<file path="src/rtl/sseg_scan_controller.sv">
// rtl/sseg_scan_controller.sv - bus-mapped multiplexed seven-segment scan controller
// Register file, prescaler/digit scan, brightness PWM, blink gating and registered pin drive.
module sseg_scan_controller #(
  parameter int NUM_DIGITS = 8,
  parameter int DIV_BITS   = 14,
  parameter int BLINK_BITS = 25
) (
  input  logic                  clk_i,
  input  logic                  rst_n_i,
  input  logic                  en_i,
  input  logic                  we_i,
  input  logic [11:0]           addr_i,
  input  logic [7:0]            din_i,
  output logic [7:0]            dout_o,
  output logic [NUM_DIGITS-1:0] an_n_o,
  output logic [7:0]            sseg_n_o
);

  localparam int IDX_W = (NUM_DIGITS > 1) ? $clog2(NUM_DIGITS) : 1;
  localparam logic [IDX_W-1:0] LAST_IDX = IDX_W'(NUM_DIGITS - 1);

  logic [NUM_DIGITS-1:0] r_enable;
  logic [NUM_DIGITS-1:0] r_dp;
  logic [NUM_DIGITS-1:0] r_blink;
  logic                  r_raw;
  logic [3:0]            r_bright;
  logic [7:0]            r_digit [NUM_DIGITS];

  logic [DIV_BITS-1:0]   r_presc;
  logic [IDX_W-1:0]      r_idx;
  logic [BLINK_BITS-1:0] r_blink_cnt;

  logic                  w_wr;
  logic                  w_rd;
  logic [7:0]            w_rdata;
  logic [3:0]            w_level;
  logic                  w_lit;
  logic [7:0]            w_cur;
  logic [7:0]            w_seg;
  logic [NUM_DIGITS-1:0] w_onehot;

  assign w_wr = en_i & we_i;
  assign w_rd = en_i & ~we_i;

  always_ff @(posedge clk_i or negedge rst_n_i) begin
    if (!rst_n_i) begin
      r_enable <= '0;
      r_dp     <= '0;
      r_blink  <= '0;
      r_raw    <= 1'b0;
      r_bright <= 4'hF;
      for (int i = 0; i < NUM_DIGITS; i++) r_digit[i] <= 8'h00;
    end else if (w_wr) begin
      case (addr_i)
        12'h000: r_enable <= din_i[NUM_DIGITS-1:0];
        12'h001: r_dp     <= din_i[NUM_DIGITS-1:0];
        12'h002: r_blink  <= din_i[NUM_DIGITS-1:0];
        12'h003: begin
          r_raw    <= din_i[0];
          r_bright <= din_i[7:4];
        end
        default: ;
      endcase
      for (int i = 0; i < NUM_DIGITS; i++)
        if (addr_i == 12'(8 + i)) r_digit[i] <= din_i;
    end
  end

  always_comb begin
    w_rdata = 8'h00;
    case (addr_i)
      12'h000: w_rdata[NUM_DIGITS-1:0] = r_enable;
      12'h001: w_rdata[NUM_DIGITS-1:0] = r_dp;
      12'h002: w_rdata[NUM_DIGITS-1:0] = r_blink;
      12'h003: w_rdata = {r_bright, 3'b000, r_raw};
      default: ;
    endcase
    for (int i = 0; i < NUM_DIGITS; i++)
      if (addr_i == 12'(8 + i)) w_rdata = r_digit[i];
  end

  always_ff @(posedge clk_i or negedge rst_n_i) begin
    if (!rst_n_i) dout_o <= 8'h00;
    else if (w_rd) dout_o <= w_rdata;
  end

  // Scan and blink counters are never touched by register writes.
  always_ff @(posedge clk_i or negedge rst_n_i) begin
    if (!rst_n_i) begin
      r_presc     <= '0;
      r_idx       <= '0;
      r_blink_cnt <= '0;
    end else begin
      r_presc     <= r_presc + 1'b1;
      r_blink_cnt <= r_blink_cnt + 1'b1;
      if (&r_presc) r_idx <= (r_idx == LAST_IDX) ? '0 : r_idx + 1'b1;
    end
  end

  function automatic logic [6:0] hex_seg(input logic [3:0] v);
    case (v)
      4'h0: hex_seg = 7'b1000000;
      4'h1: hex_seg = 7'b1111001;
      4'h2: hex_seg = 7'b0100100;
      4'h3: hex_seg = 7'b0110000;
      4'h4: hex_seg = 7'b0011001;
      4'h5: hex_seg = 7'b0010010;
      4'h6: hex_seg = 7'b0000010;
      4'h7: hex_seg = 7'b1111000;
      4'h8: hex_seg = 7'b0000000;
      4'h9: hex_seg = 7'b0010000;
      4'hA: hex_seg = 7'b0001000;
      4'hB: hex_seg = 7'b0000011;
      4'hC: hex_seg = 7'b1000110;
      4'hD: hex_seg = 7'b0100001;
      4'hE: hex_seg = 7'b0000110;
      default: hex_seg = 7'b0001110;
    endcase
  endfunction

  // Top four prescaler bits form the PWM phase compared against brightness.
  assign w_level = r_presc[DIV_BITS-1 -: 4];
  assign w_cur   = r_digit[r_idx];
  assign w_lit   = r_enable[r_idx] & ~(r_blink[r_idx] & r_blink_cnt[BLINK_BITS-1])
                   & (w_level <= r_bright);
  assign w_seg   = r_raw ? ~w_cur : {~r_dp[r_idx], hex_seg(w_cur[3:0])};

  always_comb begin
    w_onehot        = '0;
    w_onehot[r_idx] = 1'b1;
  end

  always_ff @(posedge clk_i or negedge rst_n_i) begin
    if (!rst_n_i) begin
      an_n_o   <= '1;
      sseg_n_o <= 8'hFF;
    end else if (w_lit) begin
      an_n_o   <= ~w_onehot;
      sseg_n_o <= w_seg;
    end else begin
      an_n_o   <= '1;
      sseg_n_o <= 8'hFF;
    end
  end

endmodule

</file>
<file path="config.mk">
export PLATFORM = sky130hd
export DESIGN_NAME = sseg_scan_controller
export DESIGN_NICKNAME = d
export VERILOG_FILES = /design/src/rtl/sseg_scan_controller.sv
export SDC_FILE = /design/constraint.sdc
export NUM_CORES = 1
export LEC_CHECK = 0
export ABC_CLOCK_PERIOD_IN_PS = 8250
export BUFFER_PORTS_ARGS = -buffer_cell sky130_fd_sc_hd__buf_2
export CAP_MARGIN = 40
export CORE_MARGIN = 2
export CORE_UTILIZATION = 50
export DETAILED_ROUTE_END_ITERATION = 8
export GPL_TIMING_DRIVEN = 0
export PLACE_DENSITY = 0.72
export SYNTH_ARGS = -nofsm -noshare
export SYNTH_HDL_FRONTEND = slang
export SYNTH_SLANG_ARGS = --single-unit
</file>
<file path="constraint.sdc">
create_clock -name clk_i -period 8.25 [get_ports clk_i]
set_input_delay 1.65 -clock clk_i [delete_from_list [all_inputs] [get_ports clk_i]]
set_output_delay 1.65 -clock clk_i [all_outputs]
set_load 0.005 [all_outputs]
</file>
After elaboration in Yosys (flattened, before gate mapping):

Memories as Yosys holds them, arrays and structs flattened.
Index checks and enable logic that the tools add are counted.
W data, S select, Z words.

* ROM bits: 112
* bits in latches: 0
* memories: 1
* logic and storage cells: 89
* bits in registers: 159
* memory bits (writable): 0

Memories
* (no name shown): words 16, width 7, read ports 1, clocked after memory_dff 0, write ports 0, line 101 `case (v)`

* magnitude comparators: 4
* shifts and indexed selects: 0
* divide/modulo/power cells: 0
* mux-type cells: 24
* equal/unequal tests: 12
* bitwise logic cells: 11
* add/subtract/negate cells: 3
* $mul: 0
* reductions and logical operators: 15

Operator list (count)
* $mux W8: 13
* $eq A12 B4 Y1 const B: 8
* $pmux W8 S4: 1
* $add A25 B1 Y25 const B: 1
* $bmux W8 S3: 1
* $eq A12 B2 Y1 const B: 2
* $reduce_and A2 Y1: 12
* $not A8 Y8: 2
* $add A14 B1 Y14 const B: 1
* $reduce_and A14 Y1: 1
* $eq A12 B1 Y1 const B: 1
* $logic_not A12 Y1: 1
* $bmux W1 S3: 3
* $and A1 B1 Y1: 5
* $ge A4 B4 Y1 const B: 1
* $le A4 B4 Y1: 1
* $lt A3 B4 Y1 const B: 1
* $mux W1: 4
* $not A3 Y4: 1
* $add A3 B1 Y3 const B: 1
* $demux W1 S3: 1
* $eq A3 B3 Y1 const B: 1
* $ge A3 B1 Y1 const B: 1
* $mux W3: 1
* 2 further kinds: 4

Longest topological paths before layout:

Gate-level depths: netlist of the first run.

* word-level depth: 10
* gate-level depth with buffers: 11
* depth with buffers taken out: 9

Worst setup path before layout of the first run:

Ideal clock, no wire load.

* path type: in2reg
* start point: input port addr_i[11]
* end point: register r_digit[7] (netlist bit)
* path buffers: 1
* setup slack: 4769 ps
* data arrival time: 3356 ps
* setup time: 125 ps
* stages: 6
* data required time: 8125 ps
* cells stage by stage: or4_1 -> buf_2 -> nor2_2 -> nand3_1 -> nor2_2 -> mux2_2

* word-level cells in the longest chain between the ends: 2

Ends and longest elaborated chain
* from (decl): line 12 `input logic [11:0] addr_i,`
* $eq A12 B4 Y1: line 65 `if (addr_i == 12'(8 + i)) r_digit[i] <= din_i;`
* $reduce_and A2 Y1 (no source line)
* to (signal, indexed assignment): line 65
* to (decl): line 27 `logic [7:0] r_digit [NUM_DIGITS];`

Every way passes these cells.
A chain may end at the register's enable or synchronous reset.

Worst setup path after layout of the first run:

* start point: input port addr_i[7]
* end point: register r_digit[34] (netlist bit)

Same word-level chain as after synthesis.

==> results of run 1 <==
power by group through the flow:
stage                     Combinational [mW]  Sequential (mW)  Clock, mW
after CTS                             0.0789            0.787      0.784
after floorplan                       0.0354            0.801          0
final                                 0.0789            0.787      0.776
after detailed placement              0.0785            0.801          0
after global routing                  0.0868            0.787      0.819
after global placement                0.0761            0.801          0
cell type report:
type | count | area share [%]
inverter | 15 | 0.5829
tap | 220 | 2.850
sequential | 159 | 41.45
clock inverter | 12 | 1.308
timing repair buffer | 50 | 3.005
multi-input combinational | 537 | 44.11
clock buffer | 20 | 4.728
buffer | 47 | 1.969
Yosys cell counts, drive strengths merged, types with 3 or more instances:
cell type  instances  area [µm²]
o31ai              3       22.52
o22a               3       26.28
o311ai             3       26.28
and2               4       25.02
and4               3       26.28
a2111oi            4       35.03
nor4              11       100.1
and3              10       62.56
nand2b            10       62.56
o2111ai            4       35.03
mux4              10       225.2
o221ai             7       61.31
a21oi             27       135.1
o22ai             13       81.33
nor2              41       158.9
o211ai             6       45.04
o2bb2ai            4       35.03
xor2              11       96.34
nor2b             13       81.33
a21boi             3       22.52
or3                3       23.77
nand4              9       56.30
mux2i             21       210.2
dfrtp            139        3478
o21a               4       30.03
a211oi            16       120.1
nand3             33       170.2
o21ai             21       105.1
buf               14       66.31
nor3              23       146.4
mux2             112        1261
nand2             40       150.1
xnor2             24       210.2
clkbuf            33       123.9
inv               15       56.30
dfstp             20       525.5
ha                14       175.2
cells by family (layout without fill, tap and decap cells):
logic type                 after synthesis  after routing  share of synthesized area, %
and+or+nand+nor                        208            208                         13.32
DFF                                    159            159                         47.04
muxes                                  143            143                         19.94
AOI/OAI and AO/OA                      137            137                         11.14
buffers and inverters                   62            144                         2.896
xor gates and xnor gates                35             35                         3.602
adders and majority gates               14             14                         2.058
per-layer routing:
metal / track usage [%] / share of wire [%]
met1: 36.60 / 43
met2: 39.99 / 47
met3: 5.368 / 7.4
met4: 11.46 / 3.1
met5: 0 / 0
worst max path at each step:
stage	endpoint	slack, ns
floorplan	r_digit[7]$_DFFE_PN0P_	4.77
global placement	r_blink_cnt[13]$_DFF_PN0_	3.18
detailed placement	r_digit[36]$_DFFE_PN0P_	4.06
CTS	r_digit[34]$_DFFE_PN0P_	4.51
global route	r_digit[34]$_DFFE_PN0P_	4.29
finish	r_digit[34]$_DFFE_PN0P_	4.46
state kept, by name, indices dropped and copies added, names as in the netlist:
register and flops:
dout_o 8, r_blink 8, r_digit 64, r_raw 1, an_n_o 8, r_idx 3, r_presc 14, r_bright 4
r_enable 8, sseg_n_o 8, r_dp 8, r_blink_cnt 25
stage by stage:
stage	utilization (%)	cells	worst slack (ns)	power, mW
2_1_floorplan	-	758	4.769	0.8362
3_3_place_gp	54.34	1023	3.184	0.8770
3_5_place_dp	54.70	1027	4.065	0.8797
4_1_cts	58.22	1059	4.510	1.650
5_1_grt	58.25	1060	4.291	1.693
6_report	58.25	1060	4.458	1.642
worst max-delay path, cell delays in order:
cell and delay, ns:
buf_2 0.11, nor4_2 0.58, nand3_1 0.55, nor3_2 0.61
buf_4 0.27, mux2_2 0.34
==> flow_summary.json, run 1 <==
{
  "status": "completed",
  "die_y_um": 134.5,
  "drt_pass1_iterations": 5,
  "dieWidth_um": 134.5,
  "fp.dieArea_um2": 18080,
  "grt_pass1_vias": 6542,
  "finalCritPeriodShare_pct": 45.96,
  "synth_flop_cell": "dfrtp_1",
  "r2r_cells": 10,
  "grt_max_degree": 96,
  "synth_seq_cells": 159,
  "setup_viol": 0,
  "grt_setup_unrepaired": "no",
  "initial_core_util_pct": 51.32,
  "pwr-share-clk_pct": 47.3,
  "final_area_um2": 9659,
  "cts_buffer_depth": 2,
  "yosysSeqAreaShare_pct": 47.04,
  "rr_endpoint": "sseg_n_o[0]$_DFF_PN1_",
  "crit_arrival_ns": 4.11,
  "clock-root-buffer": "clkbuf_16",
  "p_seq_share_pct": 47.9,
  "routabilityCongestion": 0.9675,
  "globalRouteOverflowTotal": 0,
  "synth.yosys.warnings": 0,
  "max_freq_mhz": 263.7,
  "synth_cell_types": 65,
  "postRouteAntennaNets": 0,
  "portBuffers": 45,
  "cts.clk_slew.worst_paths_ns": 0.06,
  "worst_setup_path_end_kind": "flip-flop",
  "fin_nets": 865,
  "hold_viol": 0,
  "layout_commonest_cell": "dfrtp_1",
  "power_density_nw_per_um2": 170.0,
  "netlist_area_um2": 8511,
  "sw_frac_of_total_pct": 24.22,
  "hp-start": "r_presc[0]$_DFF_PN0_",
  "r2r_start": "r_idx[2]$_DFFE_PN0P_",
  "final-seq-area_um2": 4004,
  "maxSlewViolCount": 0,
  "netlist_instances": 758,
  "fp-row-count": 47,
  "multi_input_area_um2": 4260,
  "ff2ff_setup_slack_ns": 4.84,
  "p_int_mw": 1.244,
  "setup_tns_ns": 0,
  "hold_path.class": "reg -> reg",
  "wl_per_cell_um": 21.61,
  "synth_edf_count": 0,
  "grt_pass1_wl_um": 36310,
  "power_frac_comb_pct": 4.8,
  "leakage_nw": 4.273,
  "skew_ns": 0.007670,
  "htree_levels": 4,
  "num_antenna_cells": 0,
  "critPathMaxFanout": 10,
  "vdd_ir_drop_max_uv": 127.3,
  "io_pins": 48,
  "cts_tree": "built",
  "async_reset_ff_share_pct": 100.0,
  "period_needed_ns": 3.792,
  "areaGrowthSynthToFinish_pct": 13.50,
  "cts_resized": 0,
  "hold_buffers": 0,
  "critPathKind": "in -> reg",
  "power.switching_uw": 397.7,
  "viasPerCell": 6.325,
  "cts_made_buffers": 17,
  "cap_violations": 0,
  "syn_area_per_cell_um2": 11.23,
  "syn_nets": 796,
  "final_cell_mix": "dfrtp_1, mux2_2, buf_2",
  "cp-startpoint": "addr_i[7]",
  "drc": 0,
  "hold_path_depth": 1,
  "drive_gt1_share_pct": 29.88,
  "drt_iter0_drc": 530,
  "dr_total_vias": 6704,
  "hold_end": "r_presc[0]$_DFF_PN0_",
  "crit_required_ns": 8.57,
  "core-area_um2": 16580,
  "antenna_found_initial": 0,
  "wl_um": 22910,
  "crit_path_start_kind": "input port",
  "hpwl_um": 16560,
  "worst_pin_slew_ns": 0.8493,
  "cts_sinks": 159,
  "whs_ns": 0.4440,
  "relSlewSlack_pct": 42.91,
  "place_area_um2": 9071,
  "post_cts_buffers": 0,
  "grt_usage_pct": 26.25,
  "clock_latency_ns": 0.44,
  "nFillCells": 1406
}
Power figures use the tool's default switching activity.
==> inputs of run 2 (changes only) <==
Settings changed: ABC_CLOCK_PERIOD_IN_PS 8250 to 3400, PLACE_DENSITY 0.72 to 0.75.
Clock period 8.25 ns to 3.4 ns, I/O delays scaled along.
==> run 2 against run 1 <==
Net effect: total power rose by 140%; worst hold slack worse by 0.18 ns; utilization about the same; first-iteration DRC count increased by 18%; clock skew increased by 0.0038 ns; sequential power up 140%; critical path depth grew 4; die area is the same; global-route usage decreased by 0.098 points; sequential share of layout area about the same; worst setup slack lost 4.3 ns; critical path type is now reg -> reg; critical endpoint is now sseg_n_o[0]$_DFF_PN1_.
==> flow_summary.json, run 2 (synthesis results as in run 1) <==
{
  "fp.dieArea_um2": 18080,
  "crit_path_start_kind": "flip-flop",
  "r2r_start": "r_idx[2]$_DFFE_PN0P_",
  "cts_sinks": 159,
  "critPathMaxFanout": 10,
  "cpPeakStageDelay_ns": 0.62,
  "cp_cell_sequence": "buf_2 > buf_1 > mux4_2 > nand2_1 > o21a_1 > inv_1 > ha_1 > mux2_2 > a222oi_1 > o211ai_1",
  "cap_violations": 0,
  "postRouteAntennaNets": 0,
  "post_cts_buffers": 0,
  "status": "completed",
  "num_antenna_cells": 0,
  "cts.clk_slew.worst_paths_ns": 0.06,
  "fin_cells": 1060,
  "layout_commonest_cell": "dfrtp_1",
  "crit_buf_inv": 3,
  "vdd_ir_drop_max_uv": 388.1,
  "setup_ws_ns": 0.1203,
  "setup_tns_ns": 0,
  "finalCritPeriodShare_pct": 96.46,
  "largest_register_ffs": 64,
  "cts_buffer_depth": 2,
  "fin_nets": 865,
  "hold_buffers": 0,
  "worst_path_max_delay_cell": "buf_1",
  "final_cell_mix": "dfrtp_1, mux2_2, buf_2",
  "dp.cells": 1027,
  "cts_resized": 0,
  "areaGrowthSynthToFinish_pct": 13.44,
  "routabilityCongestion": 0.9869,
  "grt_pass1_wl_um": 36380,
  "dieWidth_um": 134.5,
  "cts_tree": "built",
  "leakage_nw": 4.281,
  "utilization_pct": 58.22,
  "final_area_um2": 9654,
  "fp-row-count": 47,
  "crit_arrival_ns": 3.62,
  "dr_total_vias": 6699,
  "max_freq_mhz": 304.9,
  "critPathKind": "reg -> reg",
  "crit_required_ns": 3.74,
  "hold_path.class": "in -> async",
  "period_needed_ns": 3.280,
  "drc": 0,
  "grt_max_degree": 90,
  "drt_iter0_drc": 626,
  "antenna_found_initial": 0,
  "clock_latency_ns": 0.43,
  "maxSlewViolCount": 0,
  "core-area_um2": 16580,
  "r2r_cells": 10,
  "power_mw": 3.966,
  "hold_viol": 0,
  "viasPerCell": 6.320,
  "cts_made_buffers": 17,
  "reg_top3": "r_digit x64, r_blink_cnt x25, r_presc x14",
  "htree_levels": 4,
  "io_pins": 48,
  "wl_per_cell_um": 21.48,
  "globalRouteOverflowTotal": 0,
  "skew_ns": 0.01151,
  "relSlewSlack_pct": 43.60,
  "top_register": "r_digit",
  "pre_cts_ws_ns": 0.1252,
  "portBuffers": 45,
  "whs_ns": 0.2595,
  "power_density_nw_per_um2": 410.8,
  "hpwl_um": 16350,
  "grt_pass1_vias": 6634,
  "place_area_um2": 9071,
  "setup_viol": 0,
  "ff2ff_setup_slack_ns": 0.12,
  "drive_gt1_share_pct": 30.00,
  "worst_setup_path_end_kind": "flip-flop",
  "clock-root-buffer": "clkbuf_16",
  "grt_setup_unrepaired": "no",
  "cp_top_family": "buffers and inverters",
  "initial_core_util_pct": 51.32,
  "grt_usage_pct": 26.15,
  "die_y_um": 134.5,
  "wl_um": 22770,
  "worst_pin_slew_ns": 0.8383,
  "drt_pass1_iterations": 5,
  "rr_endpoint": "sseg_n_o[0]$_DFF_PN1_"
}
run 2: routing by layer:
layer / track usage (%) / part of all wire (%) / wire length, µm
met2: 41.24 / 47 / 10650
met5: 0 / 0 / 0
met1: 35.55 / 43 / 9742
met3: 5.706 / 7.4 / 1685
met4: 10.12 / 3.0 / 690
run 2: cell type report:
class / count / area (µm²)
multi-input cells: 537 / 4269
flip-flops and latches: 159 / 4004
fillers: 1422 / 6929
repair buffers: 50 / 290.3
clock inverters: 14 / 130.1
plain buffers: 47 / 190.2
well taps: 220 / 275.3
clock buffers: 18 / 439.2
inverters: 15 / 56.30
run 2: where the power goes:
group	total [mW]	internal, mW	switching, mW
combinational	0.191	0.0534	0.137
clock	1.87	1.04	0.828
sequential	1.91	1.90	0.00644
run 2: worst max path at each step:
stage	startpoint	end	slack [ns]	cells after the start
after floorplan	r_idx[0]$_DFFE_PN0P_	sseg_n_o[0]$_DFF_PN1_	0.76	9
after global placement	rst_n_i	r_presc[7]$_DFF_PN0_	-0.72	1
after detailed placement	r_idx[2]$_DFFE_PN0P_	sseg_n_o[0]$_DFF_PN1_	0.13	10
after CTS	r_idx[2]$_DFFE_PN0P_	sseg_n_o[0]$_DFF_PN1_	0.09	10
after global routing	r_idx[2]$_DFFE_PN0P_	sseg_n_o[0]$_DFF_PN1_	0.02	10
final	r_idx[2]$_DFFE_PN0P_	sseg_n_o[0]$_DFF_PN1_	0.12	10
==> inputs of run 3 (changes only) <==
Settings changed: CAP_MARGIN 40 to 20, CTS_CLUSTER_SIZE from default to 28, PLACE_DENSITY 0.75 to 0.78.
==> run 3 against run 2 <==
Net effect: clock skew fell by 0.00073 ns; total power rose by 5.6%; sequential share of layout area decreased by 0.30 points.
==> flow_summary.json, run 3 (synthesis results as in run 1) <==
{
  "status": "completed",
  "post_cts_buffers": 0,
  "drt_pass1_iterations": 5,
  "setup_viol": 0,
  "grt_setup_unrepaired": "no",
  "routabilityCongestion": 1.053,
  "relSlewSlack_pct": 24.12,
  "hpwl_um": 16260,
  "viasPerCell": 6.343,
  "grt_max_degree": 59,
  "hold_viol": 0,
  "skew_ns": 0.01078,
  "layout_commonest_cell": "dfrtp_1",
  "hold_buffers": 0,
  "postRouteAntennaNets": 0,
  "dieWidth_um": 134.5,
  "max_freq_mhz": 319.7,
  "finalCritPeriodShare_pct": 92.00,
  "fp-row-count": 47,
  "wl_um": 22930,
  "fp.dieArea_um2": 18080,
  "num_antenna_cells": 0,
  "dr_total_vias": 6705,
  "final_area_um2": 9724,
  "cts_sinks": 159,
  "areaGrowthSynthToFinish_pct": 14.26,
  "crit_required_ns": 3.74,
  "critPathMaxFanout": 10,
  "power_density_nw_per_um2": 430.8,
  "power.switching_uw": 964.1,
  "hold_path.class": "in -> async",
  "critPathKind": "reg -> reg",
  "p_seq_share_pct": 45.6,
  "drive_gt1_share_pct": 29.75,
  "die_y_um": 134.5,
  "grt_pass1_vias": 6669,
  "clock-root-buffer": "clkbuf_16",
  "fin_cells": 1057,
  "globalRouteOverflowTotal": 0,
  "crit_arrival_ns": 3.47,
  "final_cell_mix": "dfrtp_1, mux2_2, buf_2",
  "leakage_nw": 4.303,
  "pwr-share-clk_pct": 49.8,
  "period_needed_ns": 3.128,
  "initial_core_util_pct": 51.32,
  "cts_buffer_depth": 2,
  "antenna_found_initial": 0,
  "p_int_mw": 3.225,
  "wl_per_cell_um": 21.69,
  "drc": 0,
  "sw_frac_of_total_pct": 23.01,
  "worst_pin_slew_ns": 1.131,
  "cts_resized": 0,
  "vdd_ir_drop_max_uv": 353.9,
  "cts_made_buffers": 17,
  "fin_nets": 862,
  "clock_latency_ns": 0.43,
  "htree_levels": 4,
  "io_pins": 48,
  "power_frac_comb_pct": 4.7,
  "crit_path_start_kind": "flip-flop",
  "worst_setup_path_end_kind": "flip-flop",
  "portBuffers": 45,
  "dp.cells": 1025,
  "grt_usage_pct": 26.17,
  "maxSlewViolCount": 0,
  "place_area_um2": 9072,
  "reg_top3": "r_digit x64, r_blink_cnt x25, r_presc x14",
  "cts.clk_slew.worst_paths_ns": 0.07,
  "drt_iter0_drc": 610,
  "largest_register_ffs": 64,
  "cts_tree": "built",
  "cap_violations": 0,
  "top_register": "r_digit",
  "grt_pass1_wl_um": 36210,
  "core-area_um2": 16580
}
## run 3: final timing paths
check	startpoint	to	slack (ns)	cells past startpoint
min in group clk_i	r_blink_cnt[0]$_DFF_PN0_	r_blink_cnt[0]$_DFF_PN0_	0.44	1
setup / recovery	r_idx[1]$_DFFE_PN0P_	sseg_n_o[0]$_DFF_PN1_	0.27	10
setup reg to reg	r_idx[1]$_DFFE_PN0P_	sseg_n_o[0]$_DFF_PN1_	0.27	10
hold reg to reg	r_blink_cnt[0]$_DFF_PN0_	r_blink_cnt[0]$_DFF_PN0_	0.44	1
max in group asynchronous	rst_n_i	r_bright[3]$_DFFE_PN1P_	2.23	3
hold / removal	rst_n_i	r_digit[7]$_DFFE_PN0P_	0.19	1
## run 3: cell type report
| class | instances | area, µm² |
|---|---|---|
| Buffer | 47 | 193.9 |
| Clock buffer | 19 | 442.9 |
| Clock inverter | 13 | 196.4 |
| Fill cell | 1399 | 6859 |
| Inverter | 15 | 56.30 |
| Multi-Input combinational cell | 537 | 4269 |
| Sequential cell | 159 | 4004 |
| Tap cell | 220 | 275.3 |
| Timing Repair Buffer | 47 | 286.5 |
## run 3: power groups by stage
stage / clock network, mW / registers (mW) / logic [mW]
global route: 2.19 / 1.91 / 0.215
detailed placement: 0 / 1.94 / 0.193
finish: 2.08 / 1.91 / 0.196
floorplan: 0 / 1.94 / 0.0860
global placement: 0 / 1.94 / 0.182
CTS: 2.11 / 1.91 / 0.194
## run 3: worst max-delay path: stages (launching register included)
cell	delay, ns
dfrtp_1	0.37
buf_2	0.29
clkbuf_4	0.32
mux4_2	0.55
nand2_1	0.09
o21a_1	0.33
inv_1	0.18
ha_1	0.26
mux2_2	0.26
a222oi_1	0.24
o211ai_1	0.14
## run 3: layer usage
| layer | vias up | global-route usage, % | share of wire (%) |
|---|---|---|---|
| met1 | 3315 | 34.82 | 41 |
| met2 | 371 | 40.67 | 47 |
| met5 | - | 0 | 0 |
| met3 | 75 | 6.006 | 8.8 |
| li1 | 2944 | - | - |
| met4 | 0 | 12.81 | 3.4 |
## run 3: metrics by stage
stage                     hold slack, ns  worst slack (ns)  power, mW  TNS (ns)  utilization (%)
final                             0.1896            0.2721      4.190         0            58.64
after global routing              0.2223           0.06172      4.315         0            58.64
after CTS                         0.2057           0.05054      4.212         0            58.56
after detailed placement          0.4413           0.05700      2.136         0            54.71
after global placement            0.4341           -0.6953      2.125    -95.74            54.34
after floorplan                   0.3844            0.7550      2.029         0                -
